**src/rtl/abro_n_detector_if.sv**
```systemverilog
// abro_n_detector handshake bundle.
// Watched lines and soft restart in; progress and pulses out.
interface abro_n_detector_if #(
  parameter int N     = 2,
  parameter int CNT_W = 8
);
  logic [N-1:0]     sig_in;
  logic             restart;
  logic             O;
  logic             timeout;
  logic [N-1:0]     seen;
  logic [1:0]       state;
  logic [CNT_W-1:0] done_count;

  modport master (
    output sig_in, restart,
    input  O, timeout, seen, state, done_count
  );

  modport slave (
    input  sig_in, restart,
    output O, timeout, seen, state, done_count
  );
endinterface

```
**src/rtl/abro_n_detector.sv**
```systemverilog
// N-input ABRO event detector with optional completion window,
// soft restart, progress mask and saturating completion counter.
module abro_n_detector #(
  parameter int N          = 2,
  parameter int WINDOW     = 0,
  parameter int AUTO_REARM = 0,
  parameter int CNT_W      = 8
) (
  input  logic               clk,
  input  logic               reset,
  abro_n_detector_if.slave   bus
);

  typedef enum logic [1:0] {
    IDLE    = 2'b00,
    COLLECT = 2'b01,
    ABORT   = 2'b10,
    DONE    = 2'b11
  } state_t;

  localparam int TW = (WINDOW > 1) ? $clog2(WINDOW) : 1;
  localparam logic [TW-1:0] TLAST =
    TW'((WINDOW > 0) ? WINDOW - 1 : 0);
  localparam logic [N-1:0]     ALL  = '1;
  localparam logic [CNT_W-1:0] CMAX = '1;

  state_t           r_state, w_state;
  logic [N-1:0]     r_seen, w_seen;
  logic [TW-1:0]    r_timer, w_timer;
  logic             r_o, w_o;
  logic             r_to, w_to;
  logic [CNT_W-1:0] r_cnt, w_cnt;
  logic [N-1:0]     w_acc;
  logic             w_done;

  assign w_acc = r_seen | bus.sig_in;

  always_ff @(posedge clk) begin
    if (reset) begin
      r_state <= IDLE;
      r_seen  <= '0;
      r_timer <= '0;
      r_o     <= 1'b0;
      r_to    <= 1'b0;
      r_cnt   <= '0;
    end else begin
      r_state <= w_state;
      r_seen  <= w_seen;
      r_timer <= w_timer;
      r_o     <= w_o;
      r_to    <= w_to;
      r_cnt   <= w_cnt;
    end
  end

  always_comb begin
    w_state = r_state;
    w_seen  = r_seen;
    w_timer = r_timer;
    w_o     = 1'b0;
    w_to    = 1'b0;
    w_cnt   = r_cnt;
    w_done  = 1'b0;
    if (bus.restart) begin
      w_state = IDLE;
      w_seen  = '0;
      w_timer = '0;
    end else begin
      unique case (r_state)
        IDLE: begin
          if (bus.sig_in == ALL) begin
            w_done = 1'b1;
          end else if (bus.sig_in != '0) begin
            w_state = COLLECT;
            w_seen  = bus.sig_in;
            w_timer = '0;
          end
        end
        COLLECT: begin
          // completion wins over an expiring window
          if (w_acc == ALL) begin
            w_done = 1'b1;
          end else if (WINDOW != 0 && r_timer == TLAST) begin
            w_state = ABORT;
            w_seen  = '0;
            w_timer = '0;
            w_to    = 1'b1;
          end else begin
            w_seen  = w_acc;
            w_timer = r_timer + TW'(1);
          end
        end
        ABORT: begin
          w_state = IDLE;
          w_seen  = '0;
        end
        DONE: begin
          if (AUTO_REARM != 0) begin
            w_state = IDLE;
            w_seen  = '0;
          end
        end
        default: ;
      endcase
    end
    if (w_done) begin
      w_state = DONE;
      w_seen  = ALL;
      w_timer = '0;
      w_o     = 1'b1;
      w_cnt   = (r_cnt == CMAX) ? r_cnt : r_cnt + CNT_W'(1);
    end
  end

  assign bus.O          = r_o;
  assign bus.timeout    = r_to;
  assign bus.seen       = r_seen;
  assign bus.state      = r_state;
  assign bus.done_count = r_cnt;

endmodule
```
**src/flat_wrapper.sv**
```systemverilog
// flat-port wrapper written by rule: the top's interface ports become plain ports
module abro_n_detector_flat 
#(
  parameter int N          = 2,
  parameter int WINDOW     = 0,
  parameter int AUTO_REARM = 0,
  parameter int CNT_W      = 8
)
  (clk, reset, bus_sig_in, bus_restart, bus_O, bus_timeout, bus_seen, bus_state, bus_done_count);
  abro_n_detector_if #(.N(N), .CNT_W(CNT_W)) bus_i ();
  input  logic clk;
  input  logic reset;
  input wire logic [$bits(bus_i.sig_in)-1:0] bus_sig_in;
  input wire logic [$bits(bus_i.restart)-1:0] bus_restart;
  output wire logic [$bits(bus_i.O)-1:0] bus_O;
  output wire logic [$bits(bus_i.timeout)-1:0] bus_timeout;
  output wire logic [$bits(bus_i.seen)-1:0] bus_seen;
  output wire logic [$bits(bus_i.state)-1:0] bus_state;
  output wire logic [$bits(bus_i.done_count)-1:0] bus_done_count;
  assign bus_i.sig_in = bus_sig_in;
  assign bus_i.restart = bus_restart;
  assign bus_O = bus_i.O;
  assign bus_timeout = bus_i.timeout;
  assign bus_seen = bus_i.seen;
  assign bus_state = bus_i.state;
  assign bus_done_count = bus_i.done_count;
  abro_n_detector #(.N(N), .WINDOW(WINDOW), .AUTO_REARM(AUTO_REARM), .CNT_W(CNT_W)) u_core (.clk(clk), .reset(reset), .bus(bus_i));
endmodule
```
**config.mk**
```make
export PLATFORM = sky130hd
export DESIGN_NAME = abro_n_detector_flat
export DESIGN_NICKNAME = d
export VERILOG_FILES = /design/src/rtl/abro_n_detector_if.sv /design/src/rtl/abro_n_detector.sv /design/src/flat_wrapper.sv
export SDC_FILE = /design/constraint.sdc
export NUM_CORES = 1
export LEC_CHECK = 0
export CORE_MARGIN = 1.5
export CORE_UTILIZATION = 40
export DETAILED_ROUTE_END_ITERATION = 8
export MAX_ROUTING_LAYER = met4
export PLACE_DENSITY = 0.67
export SYNTH_ARGS = -nofsm -noshare
export SYNTH_HDL_FRONTEND = slang
export SYNTH_SLANG_ARGS = --single-unit
```
**constraint.sdc**
```tcl
create_clock -name clk -period 2.8 [get_ports clk]
set_clock_uncertainty 0.15 [all_clocks]
set_input_delay 0.56 -clock clk [delete_from_list [all_inputs] [get_ports clk]]
set_output_delay 0.56 -clock clk [all_outputs]
set_load 0.05 [all_outputs]
```
==> flow_summary.json, run 1 <==
{
  "rsz0062_at_grt": "no",
  "grt_max_degree": 20,
  "critPathRequiredTime_ns": 2.81,
  "postCtsHoldBufs": 0,
  "avgSynthCellArea_um2": 8.54,
  "synth_cells": 87,
  "drt-vias-per-instance": 5.08,
  "areaGrowthSynthToFinish_pct": 28.8,
  "drt_drc_violations_left": 0,
  "mostFrequentLayoutCell": "clkdlybuf4s50_1",
  "worstPathArrival_ns": 2.38,
  "cts_buffers": 3,
  "gp_congestion": 0.785,
  "grtUsageTotal": 0.160,
  "critPathCaptureType": "register",
  "grt_pass1_vias": 546,
  "worstHoldStart": "u_core.bus.done_count[1]",
  "cts_tree": "built",
  "diodes": 0,
  "dieArea_um2": 2130,
  "drt_pass1_iterations": 4,
  "vias": 655,
  "critPathLaunchType": "primary input",
  "dpl.hpwl_mm": 1.05,
  "synth.area.top_cells": "dfxtp_1 35%, mux2_2 7.6%, ha_1 6.7%, nor2b_1 4.2%, a21oi_1 4.0%",
  "setup_tns_ns": 0,
  "antenna_found_initial": 0,
  "finish.utilization": 0.554,
  "hold_viol": 0,
  "post-cts-setup-buffers": 0,
  "ys_async_sr_fraction": 0,
  "cts_buffer_depth": 2,
  "cts_root_buffer": "clkbuf_4",
  "core_um2": 1730,
  "cts_max_level": 1,
  "synthFlopType": "dfxtp_1",
  "ys_ff_latch": 13,
  "finalCriticalPeriod_ns": 2.37,
  "grt_pass1_wl_mm": 2.31,
  "relSlewSlack": 0.577,
  "power_density_nw_per_um2": 408,
  "cts-resized-gates": 0,
  "nNetsFinal": 114,
  "fillCellCount": 169,
  "hold_class": "reg -> reg",
  "cts.sinks": 13,
  "ant_nets": 0,
  "holdPathStages": 2,
  "synth_top_area_cell": "dfxtp_1",
  "fmax_mhz": 422,
  "post_drt_wl_per_cell_um": 11.5,
  "mostFrequentLayoutCells": "17 x clkdlybuf4s50_1, 13 x dfxtp_1, 8 x nor2_1",
  "slew_violations": 0,
  "setup_viol": 0,
  "worstMarginPinSlew_ns": 0.633,
  "status": "complete, no violations",
  "synth-edff-count": 0,
  "reg2reg_depth": 6,
  "ir_drop_mv": 0.229,
  "worstReg2RegStart": "u_core.bus.state[1]",
  "netlist_area_um2": 743,
  "p_leak_uw": 0.000342,
  "worst_hold_slack_ns": 0.362,
  "die_width_um": 46.1,
  "crit_fanout": 11,
  "path_clk_slew_ns": 0.08,
  "ios": 19,
  "syn_nets": 96,
  "worstSetupPathType": "in -> reg",
  "cap_viol_max_count": 0,
  "multi_input_area_um2": 447,
  "ys_seq_area_frac": 0.350,
  "startpoint": "bus_sig_in[0]",
  "seqCellArea_um2": 260,
  "drtIter0Drc": 7,
  "routed_wl_mm": 1.49,
  "rows": 15,
  "clk_latency_ns": 0.27,
  "grt_overflow": 0,
  "yosys_warnings": 0,
  "synth_top_area_frac": 0.350,
  "synth.distinct_cells": 32,
  "io_buffers": 17,
  "die_h_um": 46.1,
  "period_share": 0.845,
  "initial_core_util": 0.430,
  "drive_above_1_share": 0.125
}
## registers in the layout, summed over array words and instances (netlist names)
signal / flops
u_core.bus.O: 1
u_core.bus.seen: 2
u_core.bus.state: 2
u_core.bus.done_count: 8
## per-stage QoR
step | std cells | area [um2] | setup WS [ns] | total power (uW)
after floorplan | 87 | 743 | 0.329 | 258
after global placement | 125 | 931 | 0.207 | 280
after detailed placement | 125 | 931 | 0.166 | 281
after CTS | 129 | 957 | 0.454 | 396
after global routing | 129 | 957 | 0.379 | 417
final | 129 | 957 | 0.433 | 391
## cell families (layout without fill, tap and decap cells)
family | after synthesis | after routing | share of synthesized area
DFF | 13 | 13 | 0.350
and+or+nand+nor | 37 | 37 | 0.284
muxes | 6 | 6 | 0.0892
other | 1 | 1 | 0.00505
adders and majority gates | 4 | 4 | 0.0673
buffers and inverters | 8 | 25 | 0.0488
AOI/OAI and AO/OA | 18 | 18 | 0.155
## layer usage
layer  track usage  vias to the layer above  part of all wire
li1              -                      346                 -
met1         0.189                      293              0.48
met4        0.0857                        0            0.0081
met3        0.0353                        2             0.040
met5             -                        -                 0
met2         0.250                       14              0.47
## area by class of cell
cell class,instances,share of cell area
multi-input combinational,66,0.467
sequential,13,0.272
timing repair buffer,19,0.193
tap,25,0.0327
clock buffer,4,0.0275
inverter,2,0.00784
## synth_stat cells, types with 3 or more instances
master and number:
a211oi_1 3, a21oi_1 6, dfxtp_1 13, ha_1 4, mux2_2 5, nand2_1 3, nand2b_1 4, nor2_1 8
nor2b_1 5, nor3_1 3, o21ai_0 3
## where the power goes
| part | leakage (uW) | switching, uW | internal (uW) | total [uW] |
|---|---|---|---|---|
| Sequential | 0.000105 | 4.10 | 190 | 194 |
| Clock | 0.0000150 | 58.0 | 55.1 | 113 |
| Combinational | 0.000221 | 49.7 | 34.1 | 83.7 |
| Total | 0.000342 | 112 | 279 | 391 |
## worst paths after layout
path                              end  slack (ns)
max          u_core.bus.done_count[6]        0.43
min          u_core.bus.done_count[1]        0.36
max reg2reg  u_core.bus.done_count[6]        0.56
min reg2reg  u_core.bus.done_count[1]        0.36
## worst max-delay path, cell delays in order
cell             delay, ns
clkdlybuf4s50_1       0.51
a21oi_1               0.05
or3_1                 0.54
nor4_1                0.35
mux2_2                0.36
Power figures use the tool's default switching activity.
==> inputs of run 2 (changes only) <==
--- a/config.mk
+++ b/config.mk
@@ -9,7 +9,7 @@
 export CORE_UTILIZATION = 40
 export DETAILED_ROUTE_END_ITERATION = 8
 export MAX_ROUTING_LAYER = met4
-export PLACE_DENSITY = 0.67
+export PLACE_DENSITY = 0.7
 export SYNTH_ARGS = -nofsm -noshare
 export SYNTH_HDL_FRONTEND = slang
 export SYNTH_SLANG_ARGS = --single-unit
==> constraint.sdc (replaced) <==
create_clock -name clk -period 1.9 [get_ports clk]
set_clock_uncertainty 0.15 [all_clocks]
set_input_delay 0.38 -clock clk [delete_from_list [all_inputs] [get_ports clk]]
set_output_delay 0.38 -clock clk [all_outputs]
set_load 0.05 [all_outputs]
==> run 2 against run 1 <==
The flow now finishes with violations (setup timing). Global-route usage up 4.4 points. Worst hold slack worse by 0.011 ns. Cell area up 29%. Routed wire length up 26%. Flip-flop and latch count unchanged. Sequential power up 47%. Final cell count up 12%.
==> flow_summary.json, run 2 (same netlist as run 1, synthesis figures left out) <==
{
  "period_share": 1.03,
  "fmax_mhz": 509,
  "crit_family": "buffers and inverters",
  "drtIter0Drc": 17,
  "cts_buffers": 3,
  "finish.utilization": 0.714,
  "grt_pass1_vias": 681,
  "drive_above_1_share": 0.605,
  "finalCriticalPeriod_ns": 1.96,
  "diodes": 0,
  "ios": 19,
  "die_h_um": 46.1,
  "drt_pass1_iterations": 4,
  "areaGrowthSynthToFinish_pct": 66.0,
  "postCtsHoldBufs": 0,
  "drt-vias-per-instance": 5.17,
  "nNetsFinal": 129,
  "cap_viol_max_count": 0,
  "worstPathArrival_ns": 2.00,
  "ant_nets": 0,
  "mostFrequentLayoutCells": "26 x buf_4, 6 x nor2_1, 6 x dfxtp_2",
  "worstSetupPathType": "in -> reg",
  "gp_congestion": 0.868,
  "drt_drc_violations_left": 0,
  "grtUsageTotal": 0.203,
  "path_clk_slew_ns": 0.08,
  "die_width_um": 46.1,
  "p_leak_uw": 0.000479,
  "setup_tns_ns": -0.310,
  "startpoint": "bus_sig_in[0]",
  "crit_fanout": 4,
  "slew_violations": 0,
  "setup_ws_ns": -0.0642,
  "rsz0062_at_grt": "yes",
  "worstMarginPinSlew_ns": 0.631,
  "critPathLaunchType": "primary input",
  "grt_max_degree": 15,
  "worstReg2RegStart": "u_core.bus.state[0]",
  "routed_wl_mm": 1.87,
  "cts.sinks": 13,
  "clk_latency_ns": 0.27,
  "cts_max_level": 1,
  "post_drt_wl_per_cell_um": 13.0,
  "grt_pass1_wl_mm": 2.97,
  "mostFrequentLayoutCell": "buf_4",
  "cp_slowest_cell": "or3b_2",
  "hold_viol": 0,
  "crit_buf_inv": 2,
  "hold_class": "reg -> reg",
  "status": "finished with violations",
  "antenna_found_initial": 0,
  "critPathRequiredTime_ns": 1.93,
  "cts_buffer_depth": 2,
  "dieArea_um2": 2130,
  "setup_viol": 9,
  "cts_tree": "built",
  "violations": "setup timing",
  "path_cells": "clkdlybuf4s50_1 -> buf_4 -> or3b_2 -> a31o_2 -> a211oi_2",
  "grt_overflow": 0,
  "io_buffers": 17,
  "power_density_nw_per_um2": 532,
  "largest_register_ffs": 8,
  "vias": 745,
  "relSlewSlack": 0.578,
  "core_um2": 1730,
  "dpl.hpwl_mm": 1.19,
  "ir_drop_mv": 0.421,
  "rows": 15,
  "cts_root_buffer": "clkbuf_4",
  "cp_slowest_stage_delay_ns": 0.52,
  "initial_core_util": 0.430,
  "critPathCaptureType": "register",
  "worstHoldStart": "u_core.bus.done_count[1]"
}
[run 2: cell count changes in the layout (fill, tap and decap cells not counted), sizes merged]
cell           delta
clkdlybuf4s50    -13
buf              +27
or3               +1
[run 2: worst paths after layout]
kind,to,slack [ns],depth (start not counted)
min reg2reg,u_core.bus.done_count[1],0.35,2
max reg2reg,u_core.bus.done_count[7],-0.06,6
max,u_core.bus.seen[0],-0.06,5
min,u_core.bus.done_count[1],0.35,2
[run 2: repair_timing]
item	CTS	global route
buffers inserted	4	2
gates cloned	1	0
pin swaps	3	3
endpoints found under the setup margin	10	12
gates resized for setup	12	13
[run 2: per-stage QoR]
stage                     area (um2)  power (uW)  cells  setup WS (ns)  hold WS (ns)
after floorplan                  843         394     87        -0.0958         0.403
after global placement          1050         437    133         -0.399         0.333
after detailed placement        1050         439    133         -0.435         0.335
after CTS                       1160         646    142        -0.0338         0.352
after global routing            1230         694    144         -0.114         0.374
final                           1230         657    144        -0.0642         0.351
[run 2: worst reg2reg max path: stages, from the launching register on]
cell,delay (ns)
dfxtp_4,0.36
buf_6,0.10
ha_4,0.16
a21oi_4,0.07
or3_4,0.43
or4_4,0.50
a21oi_2,0.13
[run 2: area by class of cell]
type | count | area, um2
Timing Repair Buffer | 33 | 269
Inverter | 2 | 10.0
Tap cell | 25 | 31.3
Fill cell | 125 | 493
Clock buffer | 4 | 26.3
Multi-Input combinational cell | 67 | 622
Sequential cell | 13 | 275
[run 2: power breakdown]
part,switching [uW],internal (uW)
Combinational,104,92.4
Sequential,7.10,279
Clock,93.0,81.2
Total,204,453
[run 2: routing by layer]
metal / routed length, um / global-route usage / vias to the layer above
li1: - / - / 381
met3: 57 / 0.0353 / 2
met2: 848 / 0.283 / 19
met1: 945 / 0.279 / 343
met5: 0 / - / -
met4: 22 / 0.103 / 0
